==> src/rtl/pheap_pipe.sv <==
// pheap_pipe: pipelined binary min-heap for the PDES event scheduler.
// Holds up to 2^DEPTH-1 entries ordered by the CMP_WID LSBs of each entry; the
// minimum is always presented at out_data. One pipeline stage per heap level.
// Accepted ops: ENQ, DEQ and ENQ_DEQ (replace-min), at most one every 2 cycles.
// Optional build macro: PHEAP_ERR_FLAGS_EN adds sticky ovf/udf registers;
// without it ovf/udf are tied low (drop behaviour on full/empty is identical).
module pheap_pipe #(
  parameter int WIDTH   = 32,
  parameter int CMP_WID = 32,
  parameter int DEPTH   = 4
) (
  input  logic             clk,
  input  logic             rst_n,
  input  logic             enq,
  input  logic             deq,
  input  logic [WIDTH-1:0] inp_data,
  output logic [WIDTH-1:0] out_data,
  output logic             out_valid,
  output logic [DEPTH-1:0] elem_cnt,
  output logic             full,
  output logic             empty,
  output logic             ready,
  output logic             ovf,
  output logic             udf
);

  localparam int N  = (1 << DEPTH) - 1;
  localparam int IW = DEPTH;
  localparam int LW = (DEPTH > 2) ? $clog2(DEPTH) : 1;
  localparam logic [IW-1:0] ROOT    = IW'(1);
  localparam logic [IW-1:0] ONE     = IW'(1);
  localparam logic [IW-1:0] CNT_MAX = IW'(N);

  typedef enum logic [1:0] {
    OP_NOP = 2'b00,
    OP_ENQ = 2'b01,
    OP_DEQ = 2'b10,
    OP_RPL = 2'b11
  } op_t;

  // Heap slots, 1-based: children of slot i are 2i and 2i+1.
  logic [WIDTH-1:0] val_mem [1:N];
  logic             occ_q   [1:N];
  logic [IW-1:0]    free_q  [1:N];

  // Per-level slot write requests.
  logic [DEPTH-1:0] wr_en;
  logic [DEPTH-1:0] wr_occ;
  logic [IW-1:0]    wr_idx  [DEPTH];
  logic [WIDTH-1:0] wr_val  [DEPTH];
  logic [IW-1:0]    wr_free [DEPTH];

  // Op handed from level L-1 into the stage register of level L.
  op_t              pipe_op_d  [1:DEPTH-1];
  logic [WIDTH-1:0] pipe_val_d [1:DEPTH-1];
  logic [IW-1:0]    pipe_idx_d [1:DEPTH-1];

  logic [IW-1:0] elem_cnt_q, elem_cnt_d;
  logic          busy_q, busy_d;
  logic          accept;
  op_t           eff_op;

  function automatic logic [CMP_WID-1:0] key(input logic [WIDTH-1:0] v);
    return v[CMP_WID-1:0];
  endfunction

  // Free slots in the subtree rooted at a slot of the given index.
  function automatic logic [IW-1:0] free_init(input int slot);
    int lvl;
    lvl = 0;
    for (int k = 1; k < DEPTH; k++) begin
      if (slot >= (1 << k)) lvl = k;
    end
    return IW'((1 << (DEPTH - lvl)) - 1);
  endfunction

  assign ready     = rst_n & ~busy_q;
  assign empty     = (elem_cnt_q == '0);
  assign full      = (elem_cnt_q == CNT_MAX);
  assign out_valid = ~empty;
  assign elem_cnt  = elem_cnt_q;
  assign out_data  = occ_q[1] ? val_mem[1] : '0;

  // Issue: accept an op, turn boundary cases into drops/ENQ, update the count.
  always_comb begin
    accept = ready & (enq | deq);
    eff_op = OP_NOP;
    if (accept) begin
      case ({deq, enq})
        2'b01:   eff_op = full  ? OP_NOP : OP_ENQ;
        2'b10:   eff_op = empty ? OP_NOP : OP_DEQ;
        2'b11:   eff_op = empty ? OP_ENQ : OP_RPL;
        default: eff_op = OP_NOP;
      endcase
    end
    busy_d     = accept;
    elem_cnt_d = elem_cnt_q;
    case (eff_op)
      OP_ENQ:  elem_cnt_d = elem_cnt_q + ONE;
      OP_DEQ:  elem_cnt_d = elem_cnt_q - ONE;
      default: elem_cnt_d = elem_cnt_q;
    endcase
  end

  // Entry count and the one-idle-cycle spacing between accepted ops.
  always_ff @(posedge clk) begin
    if (!rst_n) begin
      elem_cnt_q <= '0;
      busy_q     <= 1'b0;
    end else begin
      elem_cnt_q <= elem_cnt_d;
      busy_q     <= busy_d;
    end
  end

`ifdef PHEAP_ERR_FLAGS_EN
  logic ovf_q, ovf_d;
  logic udf_q, udf_d;

  // Sticky flags: ENQ on full sets ovf, DEQ or ENQ_DEQ on empty sets udf.
  always_comb begin
    ovf_d = ovf_q | (accept & enq & ~deq & full);
    udf_d = udf_q | (accept & deq & empty);
  end

  // Flags stay set until reset.
  always_ff @(posedge clk) begin
    if (!rst_n) begin
      ovf_q <= 1'b0;
      udf_q <= 1'b0;
    end else begin
      ovf_q <= ovf_d;
      udf_q <= udf_d;
    end
  end

  assign ovf = ovf_q;
  assign udf = udf_q;
`else
  assign ovf = 1'b0;
  assign udf = 1'b0;
`endif

  generate
    for (genvar gi = 0; gi < DEPTH; gi++) begin : g_stage
      op_t              st_op;
      logic [WIDTH-1:0] st_val;
      logic [IW-1:0]    st_idx;
      logic             s_occ;
      logic [IW-1:0]    s_free;
      logic             w_en;
      logic             w_occ;
      logic [WIDTH-1:0] w_val;
      logic [IW-1:0]    w_free;

      if (gi == 0) begin : g_src
        assign st_op  = eff_op;
        assign st_val = inp_data;
        assign st_idx = ROOT;
      end else begin : g_src
        op_t              op_q;
        logic [WIDTH-1:0] val_q;
        logic [IW-1:0]    idx_q;

        // Capture the op handed down by the level above; reset cancels it.
        always_ff @(posedge clk) begin
          if (!rst_n) begin
            op_q  <= OP_NOP;
            idx_q <= ROOT;
          end else begin
            op_q  <= pipe_op_d[gi];
            idx_q <= pipe_idx_d[gi];
          end
        end

        // Carried value needs no reset: it is ignored while op_q is NOP.
        always_ff @(posedge clk) begin
          val_q <= pipe_val_d[gi];
        end

        assign st_op  = op_q;
        assign st_val = val_q;
        assign st_idx = idx_q;
      end

      assign s_occ  = occ_q[st_idx];
      assign s_free = free_q[st_idx];

      if (gi < DEPTH - 1) begin : g_body
        logic [WIDTH-1:0] s_val;
        logic [IW-1:0]    l_idx, r_idx, c_idx;
        logic [WIDTH-1:0] c_val;
        logic             c_occ, pick_r;
        op_t              f_op;
        logic [WIDTH-1:0] f_val;
        logic [IW-1:0]    f_idx;

        assign s_val = val_mem[st_idx];

        // Child to pull up or swap with: smaller occupied one, left on a tie.
        always_comb begin
          l_idx  = {st_idx[IW-2:0], 1'b0};
          r_idx  = {st_idx[IW-2:0], 1'b1};
          pick_r = occ_q[r_idx] &
                   (~occ_q[l_idx] | (key(val_mem[r_idx]) < key(val_mem[l_idx])));
          c_idx  = pick_r ? r_idx : l_idx;
          c_val  = pick_r ? val_mem[r_idx] : val_mem[l_idx];
          c_occ  = occ_q[l_idx] | occ_q[r_idx];
        end

        // Slot update at this level and the op forwarded to the next one.
        always_comb begin
          w_en   = 1'b0;
          w_occ  = s_occ;
          w_val  = s_val;
          w_free = s_free;
          f_op   = OP_NOP;
          f_val  = st_val;
          f_idx  = l_idx;
          case (st_op)
            OP_ENQ: begin
              w_en   = 1'b1;
              w_occ  = 1'b1;
              w_free = s_free - ONE;
              if (!s_occ) begin
                w_val = st_val;
              end else begin
                // Equal keys stay put; the larger value travels down.
                f_op  = OP_ENQ;
                f_idx = (free_q[l_idx] != '0) ? l_idx : r_idx;
                if (key(st_val) < key(s_val)) begin
                  w_val = st_val;
                  f_val = s_val;
                end
              end
            end
            OP_DEQ: begin
              w_en   = 1'b1;
              w_free = s_free + ONE;
              if (c_occ) begin
                w_val = c_val;
                f_op  = OP_DEQ;
                f_idx = c_idx;
              end else begin
                w_val = '0;
                w_occ = 1'b0;
              end
            end
            OP_RPL: begin
              // Sift the new value down; free counts do not change.
              w_en  = 1'b1;
              w_occ = 1'b1;
              if (c_occ && (key(c_val) < key(st_val))) begin
                w_val = c_val;
                f_op  = OP_RPL;
                f_idx = c_idx;
              end else begin
                w_val = st_val;
              end
            end
            default: ;
          endcase
        end

        assign pipe_op_d[gi+1]  = f_op;
        assign pipe_val_d[gi+1] = f_val;
        assign pipe_idx_d[gi+1] = f_idx;
      end else begin : g_body
        // Leaf level: nothing below, every op terminates here.
        always_comb begin
          w_en   = 1'b0;
          w_occ  = s_occ;
          w_val  = st_val;
          w_free = s_free;
          case (st_op)
            OP_ENQ: begin
              if (!s_occ) begin
                w_en   = 1'b1;
                w_occ  = 1'b1;
                w_free = s_free - ONE;
              end
            end
            OP_DEQ: begin
              w_en   = 1'b1;
              w_occ  = 1'b0;
              w_val  = '0;
              w_free = s_free + ONE;
            end
            OP_RPL: begin
              w_en  = 1'b1;
              w_occ = 1'b1;
            end
            default: ;
          endcase
        end
      end

      assign wr_en[gi]   = w_en;
      assign wr_occ[gi]  = w_occ;
      assign wr_idx[gi]  = st_idx;
      assign wr_val[gi]  = w_val;
      assign wr_free[gi] = w_free;
    end
  endgenerate

  // Occupancy and subtree free counts; reset empties the whole heap.
  always_ff @(posedge clk) begin
    if (!rst_n) begin
      for (int i = 1; i <= N; i++) begin
        occ_q[IW'(i)]  <= 1'b0;
        free_q[IW'(i)] <= free_init(i);
      end
    end else begin
      for (int l = 0; l < DEPTH; l++) begin
        if (wr_en[LW'(l)]) begin
          occ_q[wr_idx[LW'(l)]]  <= wr_occ[LW'(l)];
          free_q[wr_idx[LW'(l)]] <= wr_free[LW'(l)];
        end
      end
    end
  end

  // Slot values are not reset; occupancy decides whether they mean anything.
  always_ff @(posedge clk) begin
    for (int l = 0; l < DEPTH; l++) begin
      if (wr_en[LW'(l)]) val_mem[wr_idx[LW'(l)]] <= wr_val[LW'(l)];
    end
  end

endmodule

==> config.mk <==
export PLATFORM = sky130hd
export DESIGN_NAME = pheap_pipe
export DESIGN_NICKNAME = d
export VERILOG_FILES = /design/src/rtl/pheap_pipe.sv
export SDC_FILE = /design/constraint.sdc
export NUM_CORES = 1
export LEC_CHECK = 0
export BUFFER_PORTS_ARGS = -buffer_cell sky130_fd_sc_hd__buf_2
export CAP_MARGIN = 20
export CORE_ASPECT_RATIO = 0.9
export CORE_MARGIN = 2
export CORE_UTILIZATION = 25
export CTS_CLUSTER_SIZE = 16
export DETAILED_ROUTE_END_ITERATION = 12
export PLACE_DENSITY = 0.37
export SYNTH_ARGS = -nofsm -noshare
export SYNTH_HDL_FRONTEND = slang
export SYNTH_SLANG_ARGS = --single-unit
export TNS_END_PERCENT = 10
==> constraint.sdc <==
create_clock -name clk -period 7.8 [get_ports clk]
set_input_delay 0.39 -clock clk [delete_from_list [all_inputs] [get_ports clk]]
set_output_delay 0.39 -clock clk [all_outputs]
set_load 0.02 [all_outputs]
Word level (Yosys, flattened, before mapping)
Memories as Yosys holds them, arrays and structs flattened. A register that Yosys moved wholly into a read port is not among the register bits.
Index checks and enable logic that the tools add are counted.
- $add $sub $neg: 12
- order comparisons: 6
- equal/unequal tests: 10
- shift-type cells: 3
- mux-type cells: 81
- bitwise logic cells: 18
- reduce and logical (&&, ||, !) cells: 14
- operators with widths (cell ; number):
    $mux W32 ; 19
    $lt A32 B32 Y1 ; 6
    $pmux W32 S3 ; 2
    $shl A1 B32 Y4 const A ; 3
    $sub A4 B32 Y32 const A ; 3
    $mux W4 ; 16
    $reduce_or A32 Y1 ; 1
    $mux W1 ; 31
    $pmux W4 S2 ; 3
    $add A4 B1 Y4 const B ; 3
    $eq A2 B2 Y1 const B ; 6
    $pmux W2 S3 ; 2
    $sub A4 B1 Y4 const B ; 3
    $sub A4 B2 Y4 const B ; 3
    $mux W2 ; 5
    $or A1 B1 Y1 ; 9
    $reduce_or A4 Y1 ; 2
    $eq A2 B1 Y1 const B ; 3
    $reduce_or A3 Y1 ; 2
    $and A1 B1 Y1 ; 4
    $eq A4 B4 Y1 const B ; 1
    $logic_not A4 Y1 ; 1
    $not A1 Y1 ; 4
    $pmux W1 S2 ; 2
    other kinds (7) ; 10
- register bits: 43
- bits in writable memories: 555
- logic and storage cells: 152
- memories kept: 3
- memories (name ; depth ; width ; read ports ; clocked after memory_dff ; write ports ; RTL line ; RTL):
    val_mem ; 15 ; 32 ; 6 ; 3 ; 2 ; 42 ; logic [WIDTH-1:0] val_mem [1:N];
    free_q ; 15 ; 4 ; 3 ; 1 ; 15 ; 44 ; logic [IW-1:0] free_q [1:N];
    occ_q ; 15 ; 1 ; 6 ; 3 ; 15 ; 43 ; logic occ_q [1:N];

Depth between registers and ports, before layout
Gate-level depths: netlist (run 1).
- depth in word-level cells: 12
- depth in mapped cells: 30
- depth with buffers taken out: 20

Worst setup path before layout (run 1)
Ideal clock, no wire load.
- path kind: register to register
- start: register g_stage[1].g_src.idx_q[0]
- end: memory val_mem[1][14] (data pin)
- arrival: 6194 ps
- path slack: 1345 ps
- stages on the path, launching flop included: 27
- path buffers: 9
- period minus slack after synthesis: 6455 ps
- path through: dfxtp_1 -> buf_4 -> buf_4 -> buf_2 -> buf_2 -> clkbuf_1 -> mux2i_1 -> ha_1 -> a211oi_1 -> a311oi_1 -> o2111a_1 -> o31ai_2 -> buf_2 -> mux2i_1 -> ha_1 -> a211oi_1 -> a221oi_1 -> a211oi_1 -> or4b_1 -> and2_1 -> o21a_1 -> clkbuf_1 -> or2_1 -> buf_2 -> buf_6 -> a311o_1 -> o32a_1
- RTL lines (element ; RTL line ; RTL):
    from (decl) ; 163 ; logic [IW-1:0] idx_q;
    from (signal assigned) ; 172 ; idx_q <= pipe_idx_d[gi];
    to (decl) ; 42 ;

==> results of run 1 <==
-- registers in the layout, indices dropped and copies added (netlist names), named ones only --
register,flops
g_stage.g_src.idx_q,2
free_q,16
g_stage.g_src.val_q,32
occ_q,8
busy_q,1
g_stage.g_src.op_q,2
elem_cnt,4
val_mem,128
-- layout make-up --
cell class	count	area, sq um	area share, %
Multi-Input combinational cell	1351	10900	55.4
Sequential cell	194	5350	27.1
Tap cell	940	1180	5.96
Timing Repair Buffer	128	842	4.27
Inverter	218	818	4.15
Clock buffer	17	425	2.16
Clock inverter	15	190	0.964
Antenna cell	1	2.50	0.0127
-- cells by family (layout without fill, tap and decap cells) --
kind of cell / after synthesis / count (layout) / share of synthesized area, %
buf+inv: 342 / 378 / 7.94
simple gates: 473 / 473 / 13.2
other cells: 1 / 3 / 0.0214
fa+ha+maj: 203 / 203 / 14.6
flops: 194 / 194 / 30.4
xor+xnor: 11 / 11 / 0.549
compound gates: 479 / 479 / 19.9
mux: 183 / 183 / 13.3
-- routing by layer --
metal / share of wire, % / up-vias / wire length, microns
met4: 1.6 / 0 / 1150
met1: 50 / 7830 / 36600
met3: 4.9 / 63 / 3550
met5: 0 / - / 0
li1: - / 7182 / -
met2: 43 / 538 / 31600
-- placed cells by master (no fill, tap or decap), types with 4 or more instances in the layout --
cell / n
inv_1: 214
ha_1: 197
edfxtp_1: 146
mux2i_1: 141
nand2_1: 114
nor2_1: 94
nor3_1: 90
buf_2: 76
o21ai_0: 75
a21oi_1: 56
a211oi_1: 50
nand4_1: 49
dfxtp_1: 46
nand3_1: 45
buf_4: 45
mux4_2: 40
a21o_1: 38
o22ai_1: 32
a2111o_1: 31
o21a_1: 30
o31ai_1: 24
a31oi_1: 22
a311o_1: 22
o32a_1: 22
and4_1: 17
clkbuf_16: 17
and2_1: 14
a21boi_0: 12
nand2b_1: 12
o31a_1: 10
a22oi_1: 9
o211ai_1: 8
xnor2_1: 8
nor2b_1: 7
clkinv_8: 7
or3_1: 4
a221o_1: 4
buf_12: 4
-- metrics by stage --
stage	cell area (sq um)	util (%)
after global placement	19100	27.3
after detailed placement	19100	27.4
final	19700	28.3
after global routing	19700	28.3
after floorplan	17600	-
after CTS	19700	28.3
-- power by group through the flow --
stage                     combinational, mW  clock (mW)  sequential, mW
after global routing                  0.598        1.00            1.17
final                                 0.544       0.944            1.17
after floorplan                       0.364           0            1.18
after CTS                             0.543       0.976            1.17
after global placement                0.541           0            1.19
after detailed placement              0.539           0            1.19
-- how the worst min path moves through the flow --
stage | startpoint | to | slack (ns) | cells after the start
after floorplan | rst_n | flip-flop | 0.42 | 0
after global placement | occ_q[4]$_DFF_P_ | occ_q[4]$_DFF_P_ | 0.45 | 1
after detailed placement | occ_q[4]$_DFF_P_ | occ_q[4]$_DFF_P_ | 0.45 | 1
after CTS | deq | busy_q$_SDFF_PN0_ | 0.05 | 2
after global routing | deq | busy_q$_SDFF_PN0_ | 0.10 | 2
final | deq | busy_q$_SDFF_PN0_ | 0.09 | 2
-- what timing repair did --
item,4_1_cts,5_1_grt
resized for setup,0,1
setup buffers,0,1
setup endpoints to repair,0,67
==> flow_metrics.tcl, run 1 <==
set metrics [dict create \
    outcome "completed" \
    r2r-start "g_stage[1].g_src.idx_q[0]$_SDFF_PN1_" \
    power_density_nw_per_um2 135 \
    holdCritPathClass "in -> reg" \
    num_vias 15613 \
    finalNetCount 2149 \
    syn_area_sq_um 17600 \
    busiest_layer "met2" \
    grt_pass1_wl_mm 106 \
    fin_ws_ns 1.01 \
    port-buffer-count 75 \
    grt_pass1_vias 15122 \
    yosysTopAreaCell "edfxtp_1" \
    worst_hold_slack_ns 0.0929 \
    ir_drop_mv 0.101 \
    worst-path-buf-inv 5 \
    max_freq_mhz 147 \
    area_delta_synth_final_pct 12.4 \
    cts.sinks 194 \
    swShare_pct 33.4 \
    synthCells 1886 \
    synth_edf_count 146 \
    grt_max_degree 60 \
    hpwlAfterDp_mm 52.3 \
    cts_tree "done" \
    pre_cts_slack_ns 0.367 \
    instances_no_fill 2864 \
    worst_path_max_delay_cell "dfxtp_4" \
    r2r_slack_ns 1.01 \
    grtUsageMet1_pct 29.6 \
    min_period_ns 6.79 \
    r2r_cells 22 \
    die_w_microns 283 \
    worstPathArrival_ns 7.05 \
    fillers 7415 \
    seqPwrFrac_pct 44.0 \
    cts_root_buf "clkbuf_16" \
    wire_per_inst_microns 25.5 \
    grtUsageMet2_pct 29.9 \
    worstSetupStartpointType "flip-flop" \
    relSlewSlack_pct 28.9 \
    setup_viol 0 \
    endpoint "val_mem[1][15]$_DFFE_PP_" \
    coreArea_sq_um 69800 \
    avgSynthCellArea_sq_um 9.31 \
    r2r-end "val_mem[1][15]$_DFFE_PP_" \
    crit_chain "buf_12 -> mux2i_1 -> inv_1 -> ha_1 -> nand4_1 -> inv_1 -> a21oi_1 -> nand3_1 -> o31ai_4 -> buf_4 -> mux2i_1 -> ha_1 -> nand4_1 -> a221oi_1 -> a211oi_1 -> or4b_1 -> and2_1 -> o21a_1 -> or2_2 -> buf_4 -> a311o_1 -> o32a_1" \
    dieHeight_microns 255 \
    numCtsBuffers 17 \
    yosys_warnings 0 \
    power_frac_clock_pct 35.5 \
    clock_latency_ns 0.52 \
    p_leak_nw 7.90 \
    synth_flop_cell "edfxtp_1" \
    async_reset_ff_share_pct 0 \
    synth_seq_cells 194 \
    rsz0062_at_grt "no" \
    cp_max_fo 38 \
    crit_type "reg -> reg" \
    clkTransAtPathRegs_ns 0.09 \
    drt-total-wl_mm 72.9 \
    slowest_delay_ns 0.62 \
    pin_count 78 \
    yosys-top-cells-area "edfxtp_1, ha_1, mux2i_1, dfxtp_1, mux4_2" \
    ctsHtreeMaxLevel 4 \
    drive_gt1_share_pct 12.1 \
    p_int_mw 1.77 \
    cts_hold_buf 0 \
    path_depth 22 \
    yosysMostFrequentCell "inv_1" \
    drt_first_iter_violations 1412 \
    worstMarginPinSlew_ns 1.06 \
    crit_start "g_stage[1].g_src.idx_q[0]$_SDFF_PN1_" \
    finalClockSkew_ns 0.0208 \
    report.final.hold_viol_count 0 \
    dp_cells 2828 \
    initial_core_util_pct 25.2 \
    vias_per_cell 5.45 \
    use_met3_pct 2.63 \
    min_period_over_period_pct 87.0 \
    finalPower_mw 2.66 \
    drc 0 \
    fp.dieArea_sq_um 72400 \
    gp_congestion 0.842 \
    finalSetupTns_ns 0 \
    slew_violations 0 \
    ys_seq_area_share_pct 30.4 \
    postRouteAntennaNets 0 \
    cp_top_family "compound AO/OA/AOI/OAI gates" \
    synth_top_area_share_pct 25.0 \
    drtPass1Iterations 7 \
    worstPathRequired_ns 8.06 \
    max_cap_violations 0 \
    rows 92 \
    p_sw_uw 887 \
    worst_setup_path_end_kind "flip-flop" \
    grt.total_usage_pct 19.9 \
    cts_max_path_buffers 2 \
    antenna_found_initial 4 \
    synthTopCellsByCount "inv_1, ha_1, edfxtp_1" \
    grt_overflow 0 \
    p_comb_share_pct 20.5 \
    synth.distinct_cells 73 \
]
Power figures use the tool's default switching activity.
==> run 2: changes to the inputs <==
SLEW_MARGIN = 20   (was unset)
clock period = 7.1 ns   (was 7.8 ns; I/O delays follow)
==> run 2 against run 1 <==
Sequential share of layout area decreased by 0.11 points. Critical endpoint is now val_mem[1][1]$_DFFE_PP_. Die area unchanged. Fmax up 1.3%. Clock skew decreased by 0.0059 ns. Core utilization increased by 0.11 points. Clock-buffer cell count is the same. Flip-flop and latch count is the same. Setup slack lost 0.62 ns. Worst hold slack worse by 0.032 ns. Sequential power increased by 9%. Combinational power grew 10%. Clock power up 14%. Highest routed layer unchanged.
==> flow_metrics.tcl, run 2 (synthesis results as in run 1) <==
set metrics [dict create \
    outcome "completed" \
    drtPass1Iterations 6 \
    dieHeight_microns 255 \
    r2r_slack_ns 0.40 \
    grt.total_usage_pct 20.0 \
    min_period_over_period_pct 94.4 \
    layout.cell_area.non_filler_sq_um 19800 \
    die_w_microns 283 \
    largest_reg_flops 128 \
    min_from "deq" \
    coreArea_sq_um 69800 \
    cp_max_fo 35 \
    placed_area_sq_um 19200 \
    power_frac_clock_pct 36.5 \
    numCtsBuffers 17 \
    grt_overflow 0 \
    drc 0 \
    seqPwrFrac_pct 43.3 \
    clock_latency_ns 0.52 \
    port-buffer-count 75 \
    grt_pass1_wl_mm 107 \
    crit_type "reg -> reg" \
    utilization_pct 28.4 \
    initial_core_util_pct 25.2 \
    worst_setup_path_end_kind "flip-flop" \
    drt_first_iter_violations 1429 \
    grt_pass1_vias 15399 \
    holdCritPathClass "in -> reg" \
    pin_count 78 \
    fp.dieArea_sq_um 72400 \
    finalSetupTns_ns 0 \
    finalClockSkew_ns 0.0149 \
    wire_per_inst_microns 25.4 \
    rows 92 \
    max_freq_mhz 149 \
    crit_start "g_stage[1].g_src.idx_q[0]$_SDFF_PN1_" \
    setup_viol 0 \
    relSlewSlack_pct 22.9 \
    worstPathArrival_ns 6.95 \
    worstMarginPinSlew_ns 1.15 \
    swShare_pct 33.1 \
    slew_violations 0 \
    p_int_mw 1.99 \
    drive_gt1_share_pct 12.2 \
    rsz0062_at_grt "no" \
    postRouteAntennaNets 0 \
    antenna_found_initial 3 \
    p_leak_nw 7.92 \
    cts_hold_buf 0 \
    cts.sinks 194 \
    worstPathRequired_ns 7.34 \
    gp_congestion 0.834 \
    num_vias 15330 \
    ir_drop_mv 0.110 \
    grt_max_degree 56 \
    cts_root_buf "clkbuf_16" \
    r2r-start "g_stage[1].g_src.idx_q[0]$_SDFF_PN1_" \
    drt-total-wl_mm 73.0 \
    vias_per_cell 5.34 \
    max_cap_violations 0 \
    final_cell_mix "inv_1, ha_1, edfxtp_1" \
    ctsHtreeMaxLevel 4 \
    cts_max_path_buffers 2 \
    area_delta_synth_final_pct 12.8 \
    hpwlAfterDp_mm 52.1 \
    report.final.hold_viol_count 0 \
    power_density_nw_per_um2 150 \
    finalNetCount 2150 \
    worstSetupStartpointType "flip-flop" \
    clkTransAtPathRegs_ns 0.09 \
    finalPower_mw 2.97 \
    cts_tree "done" \
    p_comb_share_pct 20.2 \
    mostFrequentLayoutCell "inv_1" \
    p_sw_uw 982 \
    min_period_ns 6.70 \
]
run 2: metal layers:
metal  vias to the layer above  track usage, %  wire length [microns]
li1                       7192               -                      -
met1                      7633            29.0                  35900
met2                       456            31.3                  32500
met3                        49            3.39                   3750
met4                         0            4.04                    809
met5                         -               0                      0
run 2: timing repair:
item	CTS	global route
buffers inserted	0	0
setup endpoints to repair	0	46
gates resized for setup	0	5
run 2: power groups by stage:
stage,registers (mW),clock network [mW],logic (mW)
6_report,1.28,1.08,0.599
3_3_place_gp,1.31,0,0.594
4_1_cts,1.28,1.12,0.599
2_1_floorplan,1.29,0,0.400
3_5_place_dp,1.31,0,0.595
5_1_grt,1.29,1.15,0.659
run 2: path summary, 6_finish.rpt:
path,end,cells past startpoint
max,val_mem[1][1]$_DFFE_PP_,24
min,busy_q$_SDFF_PN0_,2
max reg2reg,val_mem[1][1]$_DFFE_PP_,24
min reg2reg,occ_q[6]$_DFF_P_,1
run 2: area by class of cell:
class,count,area (sq um)
fillers,7444,49900
diodes,5,12.5
inverters,218,818
flip-flops and latches,194,5350
repair buffers,129,888
multi-input cells,1351,10900
clock inverters,15,203
well taps,940,1180
clock buffers,17,425
run 2: through the flow:
stage	hold WS, ns	cells	setup WS, ns
2_1_floorplan	0.383	1887	0.645
3_3_place_gp	0.447	2832	0.381
3_5_place_dp	0.450	2832	0.259
4_1_cts	0.00942	2864	0.224
5_1_grt	0.0546	2864	0.0475
6_report	0.0611	2869	0.396
run 2: worst max-delay path: stages, from the launching register on:
cell,delay [ns]
dfxtp_4,0.53
buf_12,0.30
buf_4,0.22
mux2i_1,0.23
inv_1,0.07
ha_1,0.30
nand2_1,0.08
o21ai_0,0.11
a21oi_1,0.38
nor2b_1,0.18
o31ai_4,0.34
buf_12,0.28
mux2i_1,0.43
ha_1,0.32
a21o_1,0.18
a21oi_1,0.18
o21ai_0,0.14
a2111oi_1,0.47
nor3b_1,0.33
o311a_1,0.27
buf_6,0.41
nor2_1,0.08
buf_4,0.22
a31oi_1,0.18
a22oi_1,0.11
